## src/rtl/action_tbl_ctrl_if.sv

```systemverilog
// Action table controller bus: host and learning-engine write requesters,
// bulk-clear control, and the registered write port toward the table.
interface action_tbl_ctrl_if #(
  parameter int unsigned ENTRIES  = 16,
  parameter int unsigned ACTION_W = 64
);
  localparam int unsigned AW = $clog2(ENTRIES);

  logic                a_req;
  logic                a_default;
  logic [AW-1:0]       a_addr;
  logic [ACTION_W-1:0] a_data;
  logic                a_gnt;

  logic                b_req;
  logic [AW-1:0]       b_addr;
  logic [ACTION_W-1:0] b_data;
  logic                b_gnt;

  logic                clr_start;
  logic [ACTION_W-1:0] clr_data;
  logic                clr_busy;
  logic                clr_done;

  logic                wr_en;
  logic [AW-1:0]       wr_addr;
  logic [ACTION_W-1:0] wr_data;
  logic                wr_default;
  logic [ACTION_W-1:0] default_data;
  logic [15:0]         wr_count;

  modport master (
    output a_req, a_default, a_addr, a_data,
    output b_req, b_addr, b_data,
    output clr_start, clr_data,
    input  a_gnt, b_gnt, clr_busy, clr_done,
    input  wr_en, wr_addr, wr_data, wr_default, default_data, wr_count
  );

  modport slave (
    input  a_req, a_default, a_addr, a_data,
    input  b_req, b_addr, b_data,
    input  clr_start, clr_data,
    output a_gnt, b_gnt, clr_busy, clr_done,
    output wr_en, wr_addr, wr_data, wr_default, default_data, wr_count
  );
endinterface

```

## src/rtl/action_tbl_ctrl.sv

```systemverilog
// Action table write controller: round-robin arbitration of host/learning
// writes into a one-cycle-latency write port, plus a sequential bulk clear.
module action_tbl_ctrl #(
  parameter int unsigned ENTRIES  = 16,
  parameter int unsigned ACTION_W = 64
) (
  input  logic              clk,
  input  logic              rst_n,
  action_tbl_ctrl_if.slave  bus
);
  localparam int unsigned AW = $clog2(ENTRIES);
  localparam logic [AW-1:0] LAST_IDX = AW'(ENTRIES - 1);

  typedef enum logic {S_IDLE = 1'b0, S_CLEAR = 1'b1} state_t;

  state_t              r_state;
  state_t              w_state_nxt;
  logic                r_prio_b;
  logic [AW-1:0]       r_idx;
  logic [ACTION_W-1:0] r_clr_data;

  logic                r_wr_en;
  logic                r_wr_default;
  logic [AW-1:0]       r_wr_addr;
  logic [ACTION_W-1:0] r_wr_data;
  logic [ACTION_W-1:0] r_default_data;
  logic                r_clr_done;
  logic [15:0]         r_wr_count;

  logic                w_a_gnt;
  logic                w_b_gnt;
  logic                w_clr_accept;
  logic                w_wr_en;
  logic                w_wr_default;
  logic [AW-1:0]       w_wr_addr;
  logic [ACTION_W-1:0] w_wr_data;
  logic [ACTION_W-1:0] w_default_data;
  logic                w_clr_done;
  logic [AW-1:0]       w_idx_inc;

  assign w_idx_inc = r_idx + AW'(1);

  // State register
  always_ff @(posedge clk) begin
    if (!rst_n) r_state <= S_IDLE;
    else        r_state <= w_state_nxt;
  end

  // Next-state logic
  always_comb begin
    w_state_nxt = r_state;
    case (r_state)
      S_IDLE:  if (bus.clr_start)       w_state_nxt = S_CLEAR;
      S_CLEAR: if (r_idx == LAST_IDX)   w_state_nxt = S_IDLE;
      default:                          w_state_nxt = S_IDLE;
    endcase
  end

  // Grants and next values of the registered write port; r_idx is the clear
  // index currently presented on the port, so the step decided here is r_idx+1.
  always_comb begin
    w_a_gnt        = 1'b0;
    w_b_gnt        = 1'b0;
    w_clr_accept   = 1'b0;
    w_wr_en        = 1'b0;
    w_wr_default   = 1'b0;
    w_wr_addr      = r_wr_addr;
    w_wr_data      = r_wr_data;
    w_default_data = r_default_data;
    w_clr_done     = 1'b0;
    case (r_state)
      S_IDLE: begin
        if (bus.clr_start) begin
          w_clr_accept = 1'b1;
          w_wr_en      = 1'b1;
          w_wr_addr    = '0;
          w_wr_data    = bus.clr_data;
        end else if (bus.a_req && (!bus.b_req || !r_prio_b)) begin
          w_a_gnt = 1'b1;
          if (bus.a_default) begin
            w_wr_default   = 1'b1;
            w_default_data = bus.a_data;
          end else begin
            w_wr_en   = 1'b1;
            w_wr_addr = bus.a_addr;
            w_wr_data = bus.a_data;
          end
        end else if (bus.b_req) begin
          w_b_gnt   = 1'b1;
          w_wr_en   = 1'b1;
          w_wr_addr = bus.b_addr;
          w_wr_data = bus.b_data;
        end
      end
      S_CLEAR: begin
        if (r_idx != LAST_IDX) begin
          w_wr_en    = 1'b1;
          w_wr_addr  = w_idx_inc;
          w_wr_data  = r_clr_data;
          w_clr_done = (w_idx_inc == LAST_IDX);
        end
      end
      default: ;
    endcase
  end

  // Datapath and output registers
  always_ff @(posedge clk) begin
    if (!rst_n) begin
      r_prio_b       <= 1'b0;
      r_idx          <= '0;
      r_clr_data     <= '0;
      r_wr_en        <= 1'b0;
      r_wr_default   <= 1'b0;
      r_wr_addr      <= '0;
      r_wr_data      <= '0;
      r_default_data <= '0;
      r_clr_done     <= 1'b0;
      r_wr_count     <= '0;
    end else begin
      if (w_a_gnt)      r_prio_b <= 1'b1;
      else if (w_b_gnt) r_prio_b <= 1'b0;

      if (w_clr_accept) begin
        r_idx      <= '0;
        r_clr_data <= bus.clr_data;
      end else if (r_state == S_CLEAR && r_idx != LAST_IDX) begin
        r_idx <= w_idx_inc;
      end

      r_wr_en        <= w_wr_en;
      r_wr_default   <= w_wr_default;
      r_wr_addr      <= w_wr_addr;
      r_wr_data      <= w_wr_data;
      r_default_data <= w_default_data;
      r_clr_done     <= w_clr_done;

      if ((w_wr_en || w_wr_default) && r_wr_count != 16'hFFFF)
        r_wr_count <= r_wr_count + 16'd1;
    end
  end

  assign bus.a_gnt        = w_a_gnt & rst_n;
  assign bus.b_gnt        = w_b_gnt & rst_n;
  assign bus.clr_busy     = (r_state == S_CLEAR);
  assign bus.clr_done     = r_clr_done;
  assign bus.wr_en        = r_wr_en;
  assign bus.wr_addr      = r_wr_addr;
  assign bus.wr_data      = r_wr_data;
  assign bus.wr_default   = r_wr_default;
  assign bus.default_data = r_default_data;
  assign bus.wr_count     = r_wr_count;
endmodule

```

## src/flat_wrapper.sv

```systemverilog
// flat-port wrapper written by rule: the top's interface ports become plain ports
module action_tbl_ctrl_flat 
#(
  parameter int unsigned ENTRIES  = 16,
  parameter int unsigned ACTION_W = 64
)
  (clk, rst_n, bus_a_req, bus_a_default, bus_a_addr, bus_a_data, bus_b_req, bus_b_addr, bus_b_data, bus_clr_start, bus_clr_data, bus_a_gnt, bus_b_gnt, bus_clr_busy, bus_clr_done, bus_wr_en, bus_wr_addr, bus_wr_data, bus_wr_default, bus_default_data, bus_wr_count);
  action_tbl_ctrl_if #(.ENTRIES(ENTRIES), .ACTION_W(ACTION_W)) bus_i ();
  input  logic clk;
  input  logic rst_n;
  input wire logic [$bits(bus_i.a_req)-1:0] bus_a_req;
  input wire logic [$bits(bus_i.a_default)-1:0] bus_a_default;
  input wire logic [$bits(bus_i.a_addr)-1:0] bus_a_addr;
  input wire logic [$bits(bus_i.a_data)-1:0] bus_a_data;
  input wire logic [$bits(bus_i.b_req)-1:0] bus_b_req;
  input wire logic [$bits(bus_i.b_addr)-1:0] bus_b_addr;
  input wire logic [$bits(bus_i.b_data)-1:0] bus_b_data;
  input wire logic [$bits(bus_i.clr_start)-1:0] bus_clr_start;
  input wire logic [$bits(bus_i.clr_data)-1:0] bus_clr_data;
  output wire logic [$bits(bus_i.a_gnt)-1:0] bus_a_gnt;
  output wire logic [$bits(bus_i.b_gnt)-1:0] bus_b_gnt;
  output wire logic [$bits(bus_i.clr_busy)-1:0] bus_clr_busy;
  output wire logic [$bits(bus_i.clr_done)-1:0] bus_clr_done;
  output wire logic [$bits(bus_i.wr_en)-1:0] bus_wr_en;
  output wire logic [$bits(bus_i.wr_addr)-1:0] bus_wr_addr;
  output wire logic [$bits(bus_i.wr_data)-1:0] bus_wr_data;
  output wire logic [$bits(bus_i.wr_default)-1:0] bus_wr_default;
  output wire logic [$bits(bus_i.default_data)-1:0] bus_default_data;
  output wire logic [$bits(bus_i.wr_count)-1:0] bus_wr_count;
  assign bus_i.a_req = bus_a_req;
  assign bus_i.a_default = bus_a_default;
  assign bus_i.a_addr = bus_a_addr;
  assign bus_i.a_data = bus_a_data;
  assign bus_i.b_req = bus_b_req;
  assign bus_i.b_addr = bus_b_addr;
  assign bus_i.b_data = bus_b_data;
  assign bus_i.clr_start = bus_clr_start;
  assign bus_i.clr_data = bus_clr_data;
  assign bus_a_gnt = bus_i.a_gnt;
  assign bus_b_gnt = bus_i.b_gnt;
  assign bus_clr_busy = bus_i.clr_busy;
  assign bus_clr_done = bus_i.clr_done;
  assign bus_wr_en = bus_i.wr_en;
  assign bus_wr_addr = bus_i.wr_addr;
  assign bus_wr_data = bus_i.wr_data;
  assign bus_wr_default = bus_i.wr_default;
  assign bus_default_data = bus_i.default_data;
  assign bus_wr_count = bus_i.wr_count;
  action_tbl_ctrl #(.ENTRIES(ENTRIES), .ACTION_W(ACTION_W)) u_core (.clk(clk), .rst_n(rst_n), .bus(bus_i));
endmodule
```

## config.mk

```make
export PLATFORM = sky130hd
export DESIGN_NAME = action_tbl_ctrl_flat
export DESIGN_NICKNAME = d
export VERILOG_FILES = /design/src/rtl/action_tbl_ctrl_if.sv /design/src/rtl/action_tbl_ctrl.sv /design/src/flat_wrapper.sv
export SDC_FILE = /design/constraint.sdc
export NUM_CORES = 1
export LEC_CHECK = 0
export BUFFER_PORTS_ARGS = -buffer_cell sky130_fd_sc_hd__buf_2
export CAP_MARGIN = 5
export CORE_MARGIN = 2
export CORE_UTILIZATION = 56
export CTS_BUF_LIST = sky130_fd_sc_hd__clkbuf_8
export DETAILED_ROUTE_END_ITERATION = 8
export MAX_ROUTING_LAYER = met4
export PLACE_DENSITY = 0.9
export SLEW_MARGIN = 20
export SYNTH_ARGS = -nofsm -noshare
export SYNTH_HDL_FRONTEND = slang
export SYNTH_SLANG_ARGS = --single-unit
```

## constraint.sdc

```tcl
create_clock -name clk -period 3.9 [get_ports clk]
set_input_delay 0.78 -clock clk [delete_from_list [all_inputs] [get_ports clk]]
set_output_delay 0.78 -clock clk [all_outputs]
set_load 0.02 [all_outputs]
```

==> results of run 1 <==
cells in the final DEF, fill, tap and decap left out, types with 10 or more instances in the layout:
cell      netlist  final
dfxtp_1       221    220
nand2_1       335    335
nand3_1        12     11
o21ai_0        67     67
a21oi_1       268    268
mux2_2         65     65
inv_1          72     82
a311oi_2       20     20
clkbuf_8        0     47
nor2_1         11     10
buf_2          16    358
buf_4           0     10
a311oi_1       48     48
stage by stage:
stage / cell area [um2] / worst slack [ps] / total power [uW] / hold slack, ps / instances
2_1_floorplan: 10200 / 1360 / 3070 / 437 / 1308
3_3_place_gp: 12000 / 906 / 3380 / 439 / 1793
3_5_place_dp: 12000 / 798 / 3410 / 445 / 1793
4_1_cts: 12800 / 1050 / 5440 / 453 / 1854
5_1_grt: 12800 / 851 / 5640 / 468 / 1858
6_report: 12800 / 1070 / 5420 / 449 / 1858
registers in the layout, summed over array words and instances (netlist names):
register                 cells
u_core.bus.clr_done          1
u_core.bus.wr_data          64
u_core.bus.wr_addr           4
u_core.bus.wr_count         16
u_core.r_prio_b              1
u_core.bus.wr_default        1
u_core.bus.clr_busy          1
u_core.bus.default_data     64
u_core.r_clr_data           64
u_core.bus.wr_en             1
u_core.r_idx                 4
metal layers:
metal / routed length (um) / global-route usage [%] / share of wire [%] / up-vias
li1: - / - / - / 5111
met1: 12300 / 37.8 / 39 / 4940
met2: 15500 / 53.0 / 49 / 485
met3: 2360 / 5.75 / 7.5 / 103
met4: 1340 / 15.5 / 4.2 / 0
met5: 0 / - / 0 / -
layout make-up:
cell class                 instances  area (um2)  share of cell area, %
multi-input combinational        898        5090                   39.9
sequential                       221        4430                   34.7
timing repair buffer             372        1950                   15.2
clock buffer                      47         647                   5.06
tap                              229         287                   2.24
inverter                          73         279                   2.18
clock inverter                    14        82.6                  0.646
antenna                            4        10.0                 0.0784
critical path, stage by stage (launching register included):
cell and delay, ps:
dfxtp_4 830, or2_4 270, a221o_2 430, and2_4 860, a311oi_1 240
power by group:
| group | internal [uW] | total, uW | switching, uW |
|---|---|---|---|
| combinational | 352 | 898 | 546 |
| sequential | 2390 | 2480 | 88.7 |
| clock | 1140 | 2040 | 901 |
| total | 3890 | 5420 | 1540 |
final timing paths:
check	end	cells after the start
max	u_core.bus.wr_data[19]$_SDFFE_PN0P_	4
min	u_core.bus.default_data[9]$_SDFFE_PN0P_	2
max reg2reg	u_core.bus.wr_data[19]$_SDFFE_PN0P_	4
min reg2reg	u_core.bus.default_data[9]$_SDFFE_PN0P_	2
cell families after synthesis:
family	Yosys count	synth area share, %
flops	221	43.2
mux	72	7.83
fa+ha+maj	3	0.367
xor+xnor	3	0.257
buf+inv	189	7.35
simple gates	399	16.0
compound gates	421	25.0
==> flow_metrics.tcl, run 1 <==
set metrics [dict create \
    core_um2 18000 \
    hp-class "reg -> reg" \
    grt_max_degree 206 \
    numCtsBuffers 37 \
    synth_common_cells "nand2_1 (335), a21oi_1 (268), dfxtp_1 (221)" \
    viasPerCell 5.73 \
    end_kind "register" \
    hpwl_mm 20.9 \
    vdd_drop_max_uv 365 \
    startpoint "u_core.bus.clr_busy$_SDFF_PN0_" \
    antenna_found_initial 4 \
    cts_tree "done" \
    avgSynthCellArea_um2 7.83 \
    syn_inst 1308 \
    yosys-top-cells-area "dfxtp_1 (43%), a21oi_1 (13%), nand2_1 (12%), mux2_2 (7.1%), a311oi_1 (4.1%)" \
    first_global_vias 10300 \
    drc 0 \
    gr-usage-all-layers_pct 32.0 \
    synthArstFlopShare_pct 0 \
    fillCellCount 1412 \
    grt_first_pass_wirelength_mm 50.2 \
    fp.dieW_um 139 \
    root_buffer "clkbuf_8" \
    yosysMostFrequentCell "nand2_1" \
    num_vias 10600 \
    maxSlewViolCount 0 \
    netlist_area_um2 10200 \
    grt_overflow 0 \
    maxCapViolCount 0 \
    p_per_area_nw_per_um2 424 \
    final_util_pct 71.1 \
    io_pins 360 \
    synthDistinctLibCells 45 \
    synth_area_leader_cell "dfxtp_1" \
    start_kind "register" \
    postCtsSetupBuffers 0 \
    wirelength_mm 31.5 \
    synth_edf_count 0 \
    yosys_warnings 0 \
    insertion_delay_ps 510 \
    cp_max_fo 73 \
    die-area_um2 19400 \
    regToRegSetupSlack_ps 1070 \
    fin_setup_tns_ps 0 \
    drtIter0Drc 894 \
    fp-row-count 49 \
    required_ps 4230 \
    period_needed_ps 2830 \
    port_buffers 359 \
    fin_nets 1812 \
    max-slew-margin-rel_pct 33.3 \
    outcome "complete, no violations" \
    wl_per_cell_um 17.0 \
    die_y_um 139 \
    p_leak_uw 0.00566 \
    clockBufferDepth 3 \
    finalHoldViolCount 0 \
    skew_ps 11.3 \
    initial_utilization_pct 57.0 \
    ys_seq_area_share_pct 43.2 \
    htreeDepth 2 \
    hp-start "u_core.bus.default_data[9]$_SDFFE_PN0P_" \
    grt_setup_unrepaired "no" \
    synth_nets 1517 \
    gp_congestion 0.891 \
    critPathArrivalTime_ps 3150 \
    synth-main-ff-cell "dfxtp_1" \
    drive_above_1_share_pct 32.2 \
    cts_hold_buf 0 \
    ys_ff_latch 221 \
    area_growth_pct 24.7 \
    ant_nets 0 \
    r2r-start "u_core.bus.clr_busy$_SDFF_PN0_" \
    first_pass_iters 7 \
    finalCritPeriodShare_pct 72.5 \
    netlist.area_leader.share_pct 43.2 \
    fmax_mhz 353 \
    cts-resized-gates 0 \
    worst_slew_pin_slew_ps 1000 \
    setup_viol 0 \
    cts_num_sinks 221 \
    clkTransAtPathRegs_ps 60 \
    crit_type "reg -> reg" \
]
No activity file was read; power rests on OpenSTA's default activity.
==> run 2: changes to the inputs <==
CORE_UTILIZATION = 47   (was 56)
PLACE_DENSITY = 0.81   (was 0.9)
clock period = 2.3 ns   (was 3.9 ns; I/O delays follow)
==> flow_metrics.tcl, run 2 (synthesis results as in run 1) <==
set metrics [dict create \
    ant_nets 0 \
    slowest_stage "dfxtp_1" \
    cts_tree "done" \
    hp-start "bus_a_data[17]" \
    fin_setup_tns_ps 0 \
    maxCapViolCount 0 \
    num_vias 10600 \
    end_kind "output port" \
    initial_utilization_pct 47.4 \
    drc 0 \
    worst_slew_pin_slew_ps 782 \
    grt_first_pass_wirelength_mm 48.8 \
    outcome "complete, no violations" \
    r2r_end "u_core.bus.wr_count[14]$_SDFFE_PN0P_" \
    area_growth_pct 27.3 \
    fin_nets 1833 \
    grt_max_degree 126 \
    gr-usage-all-layers_pct 27.2 \
    wirelength_mm 32.0 \
    switching_share_pct 29.0 \
    root_buffer "clkbuf_8" \
    regToRegSetupSlack_ps 230 \
    max-slew-margin-rel_pct 47.8 \
    first_global_vias 9942 \
    reg2regPathDepth 4 \
    core_um2 21600 \
    skew_ps 10.7 \
    drtIter0Drc 595 \
    start_kind "register" \
    combPwrFrac_pct 17.5 \
    vdd_drop_max_uv 494 \
    numCtsBuffers 39 \
    maxSlewViolCount 0 \
    viasPerCell 5.48 \
    fillCellCount 1902 \
    switchingPower_uw 2630 \
    crit_family "buffers and inverters" \
    final_common_cell "buf_2" \
    first_pass_iters 5 \
    p_seq_share_pct 46.1 \
    cp_max_fo 41 \
    die-area_um2 23000 \
    grt_setup_unrepaired "no" \
    fp.dieW_um 152 \
    final_cell_mix "buf_2 (358), nand2_1 (335), a21oi_1 (268)" \
    period_needed_ps 2190 \
    fmax_mhz 457 \
    finalHoldViolCount 0 \
    drive_above_1_share_pct 32.9 \
    clockBufferDepth 3 \
    htreeDepth 2 \
    final_util_pct 60.3 \
    required_ps 1840 \
    cpPeakStageDelay_ps 350 \
    postCtsSetupBuffers 0 \
    fp-row-count 54 \
    antenna_found_initial 4 \
    crit_type "reg -> out" \
    p_leak_uw 0.00575 \
    power_frac_clock_pct 36.4 \
    wl_per_cell_um 16.6 \
    die_y_um 152 \
    setup_viol 0 \
    whs_endpoint "u_core.bus.default_data[17]$_SDFFE_PN0P_" \
    grt_overflow 0 \
    io_pins 360 \
    gp_congestion 0.860 \
    r2r-start "u_core.bus.wr_count[3]$_SDFFE_PN0P_" \
    holdPathStages 3 \
    p_per_area_nw_per_um2 697 \
    port_buffers 359 \
    hp-class "in -> reg" \
    crit_chain "a21boi_4 -> buf_12 -> and3_1 -> buf_2" \
    insertion_delay_ps 520 \
    hpwl_mm 21.9 \
    cts_num_sinks 221 \
    finalCritPeriodShare_pct 95.2 \
    critPathArrivalTime_ps 1730 \
    p_int_uw 6450 \
    clkTransAtPathRegs_ps 60 \
    cp.buffers_inverters 2 \
]
[run 2: what timing repair did]
action | in CTS | in global routing
gates resized for setup | 1 | 2
endpoints found under the setup margin | 1 | 1
pin swaps | 0 | 0
hold buffers | 0 | 0
endpoints found under the hold margin | 0 | 0
[run 2: layout make-up]
type	count	area (um2)	share of cell area, %
diodes	4	10.0	0.0768
clock buffers	45	619	4.75
clock inverters	14	62.6	0.480
inverters	73	279	2.14
multi-input cells	898	5110	39.2
flip-flops and latches	221	4430	34.0
well taps	280	350	2.69
repair buffers	391	2180	16.7
[run 2: worst min-delay path, delay by kind of cell]
kind / cells / cell delay (ps)
buf+inv: 1 / 100
simple gates: 1 / 50
compound gates: 1 / 50
[run 2: how the worst max path moves through the flow]
stage / from / to / slack, ps / depth (start not counted)
5_1_grt: u_core.r_prio_b$_SDFFE_PN0P_ / bus_a_gnt / 4 / 4
6_report: u_core.r_prio_b$_SDFFE_PN0P_ / bus_a_gnt / 110 / 4
4_1_cts: u_core.bus.clr_busy$_SDFF_PN0_ / bus_b_gnt / 1 / 5
3_5_place_dp: bus_clr_start / u_core.bus.wr_data[37]$_SDFFE_PN0P_ / 130 / 6
3_3_place_gp: bus_clr_start / u_core.bus.wr_data[53]$_SDFFE_PN0P_ / 230 / 6
2_1_floorplan: u_core.bus.wr_count[4]$_SDFFE_PN0P_ / u_core.bus.wr_count[14]$_SDFFE_PN0P_ / 270 / 5
[run 2: stage by stage]
step                setup slack [ps]  hold WS [ps]  area, um2  cells  total power [uW]
floorplan                        270           437      10200   1308              5210
global placement                 228           439      12300   1863              5800
detailed placement               130           444      12300   1863              5840
CTS                             1.27           154      13000   1922              9130
global route                    3.81           159      13000   1925              9460
finish                           110           184      13000   1926              9080
[run 2: routing by layer]
layer  wire length, um  GRT usage (%)  up-vias  part of all wire (%)
met2             15300           45.0      458                    48
met3              2560           5.96       88                   8.0
met5                 0              -        -                     0
met1             12900           31.8     4870                    40
met4              1190           12.1        0                   3.7
li1                  -              -     5142                     -
[run 2: power by group through the flow]
stage | Combinational, uW | Sequential [uW] | Clock, uW
detailed placement | 1580 | 4260 | 0
finish | 1590 | 4180 | 3310
floorplan | 771 | 4430 | 0
CTS | 1590 | 4180 | 3360
global placement | 1550 | 4250 | 0
global route | 1730 | 4200 | 3530
==> run 3: changes to the inputs <==
CORE_UTILIZATION = 56   (was 47)
PLACE_DENSITY = 0.9   (was 0.81)
clock period = 2.7 ns   (was 2.3 ns; I/O delays follow)
==> flow_metrics.tcl, run 3 (synthesis results as in run 1) <==
set metrics [dict create \
    fp-row-count 49 \
    outcome "complete, no violations" \
    first_pass_iters 5 \
    gr-usage-all-layers_pct 32.5 \
    p_total_uw 7900 \
    p_per_area_nw_per_um2 613 \
    ant_nets 0 \
    p_int_uw 5650 \
    antenna_found_initial 3 \
    vdd_drop_max_uv 441 \
    fin_setup_tns_ps 0 \
    initial_utilization_pct 57.0 \
    grt_first_pass_wirelength_mm 51.1 \
    setup_viol 0 \
    core_um2 18000 \
    die_y_um 139 \
    r2r_end "u_core.bus.wr_data[41]$_SDFFE_PN0P_" \
    p_seq_share_pct 45.1 \
    required_ps 2160 \
    hpwl_mm 21.2 \
    holdPathStages 3 \
    end_kind "output port" \
    htreeDepth 2 \
    maxSlewViolCount 0 \
    finalHoldViolCount 0 \
    fp.dieW_um 139 \
    p_leak_uw 0.00572 \
    cts_num_sinks 221 \
    skew_ps 16.0 \
    fin_nets 1821 \
    grt_max_degree 110 \
    drc 0 \
    wl_per_cell_um 17.3 \
    switching_share_pct 28.4 \
    cts_hold_buf 0 \
    gp_congestion 0.899 \
    io_pins 360 \
    drive_above_1_share_pct 32.4 \
    start_kind "register" \
    port_buffers 359 \
    cpPeakStageDelay_ps 400 \
    fmax_mhz 431 \
    regToRegSetupSlack_ps 510 \
    area_growth_pct 25.7 \
    crit_type "reg -> out" \
    power_frac_clock_pct 38.0 \
    insertion_delay_ps 500 \
    combPwrFrac_pct 16.9 \
    reg2regPathDepth 4 \
    num_vias 10800 \
    clockBufferDepth 3 \
    hp-class "in -> reg" \
    maxCapViolCount 0 \
    whs_ps 284 \
    root_buffer "clkbuf_8" \
    drtIter0Drc 839 \
    clkTransAtPathRegs_ps 60 \
    die-area_um2 19400 \
    cts-resized-gates 0 \
    postCtsSetupBuffers 0 \
    whs_endpoint "u_core.r_clr_data[49]$_SDFFE_PN0P_" \
    cts_tree "done" \
    final_cell_mix "buf_2 (358), nand2_1 (335), a21oi_1 (268)" \
    first_global_vias 10500 \
    wirelength_mm 32.3 \
    period_needed_ps 2320 \
    grt_overflow 0 \
    critPathArrivalTime_ps 1780 \
    max-slew-margin-rel_pct 36.6 \
    r2r-start "u_core.r_idx[0]$_SDFFE_PP0P_" \
    crit_chain "nor2_1 -> nand2_1 -> nor3_1 -> buf_2" \
    fillCellCount 1387 \
    switchingPower_uw 2240 \
    finalCritPeriodShare_pct 85.9 \
    numCtsBuffers 38 \
    slowest_stage "nor2_1" \
    viasPerCell 5.79 \
    hp-start "bus_clr_data[49]" \
    grt_setup_unrepaired "no" \
    worst_slew_pin_slew_ps 950 \
    cp_max_fo 12 \
    final_common_cell "buf_2" \
]
[run 3: cell types whose count changed in the layout (fill, tap and decap cells not counted)]
cell / delta
inv_1: +3
diode_2: -1
clkinvlp_4: -1
nor3_2: -1
inv_6: -1
buf_12: -5
buf_4: -6
clkbuf_8: +3
nor2_1: +1
nor2_4: -1
bufinv_16: +1
nor3_1: +1
[run 3: power groups by stage]
stage / Sequential, uW / Clock (uW) / Combinational (uW)
4_1_cts: 3560 / 3030 / 1320
6_report: 3560 / 3000 / 1330
3_3_place_gp: 3620 / 0 / 1280
3_5_place_dp: 3630 / 0 / 1320
5_1_grt: 3580 / 3170 / 1440
2_1_floorplan: 3780 / 0 / 657
[run 3: cell type report]
type	instances	area (um2)	area share [%]
multi-input cells	898	5090	39.6
flip-flops and latches	221	4430	34.4
repair buffers	380	2030	15.8
clock buffers	48	661	5.13
well taps	229	287	2.23
inverters	73	279	2.17
clock inverters	16	87.6	0.680
diodes	3	7.51	0.0583
[run 3: metrics by stage]
step	std cells	util, %	area, um2	worst slack [ps]
detailed placement	1801	67.5	12100	431
floorplan	1308	-	10200	638
finish	1868	71.7	12900	379
global placement	1801	67.5	12100	466
CTS	1865	71.6	12900	385
global route	1868	71.7	12900	254
[run 3: critical path: cells and delay by family (launching register included)]
family / cells / cell delay (ps)
AND/OR/NAND/NOR: 3 / 680
buffers and inverters: 1 / 210
flip-flops: 1 / 390
[run 3: how the worst max path moves through the flow]
stage / endpoint / from / cells after the start
2_1_floorplan: bus_b_gnt / bus_a_req / 4
6_report: bus_b_gnt / u_core.bus.clr_busy$_SDFF_PN0_ / 4
3_3_place_gp: u_core.bus.wr_addr[0]$_SDFFE_PN0P_ / bus_clr_start / 5
5_1_grt: bus_b_gnt / u_core.bus.clr_busy$_SDFF_PN0_ / 4
4_1_cts: bus_b_gnt / u_core.bus.clr_busy$_SDFF_PN0_ / 4
3_5_place_dp: u_core.bus.wr_addr[0]$_SDFFE_PN0P_ / bus_clr_start / 5
[run 3: per-layer routing]
metal  global-route usage [%]  vias to the layer above  part of all wire (%)
li1                         -                     5121                     -
met1                     37.0                     5032                    38
met2                     55.0                      548                    49
met3                     5.75                      115                   7.9
met4                     16.2                        0                   4.5
met5                        -                        -                     0
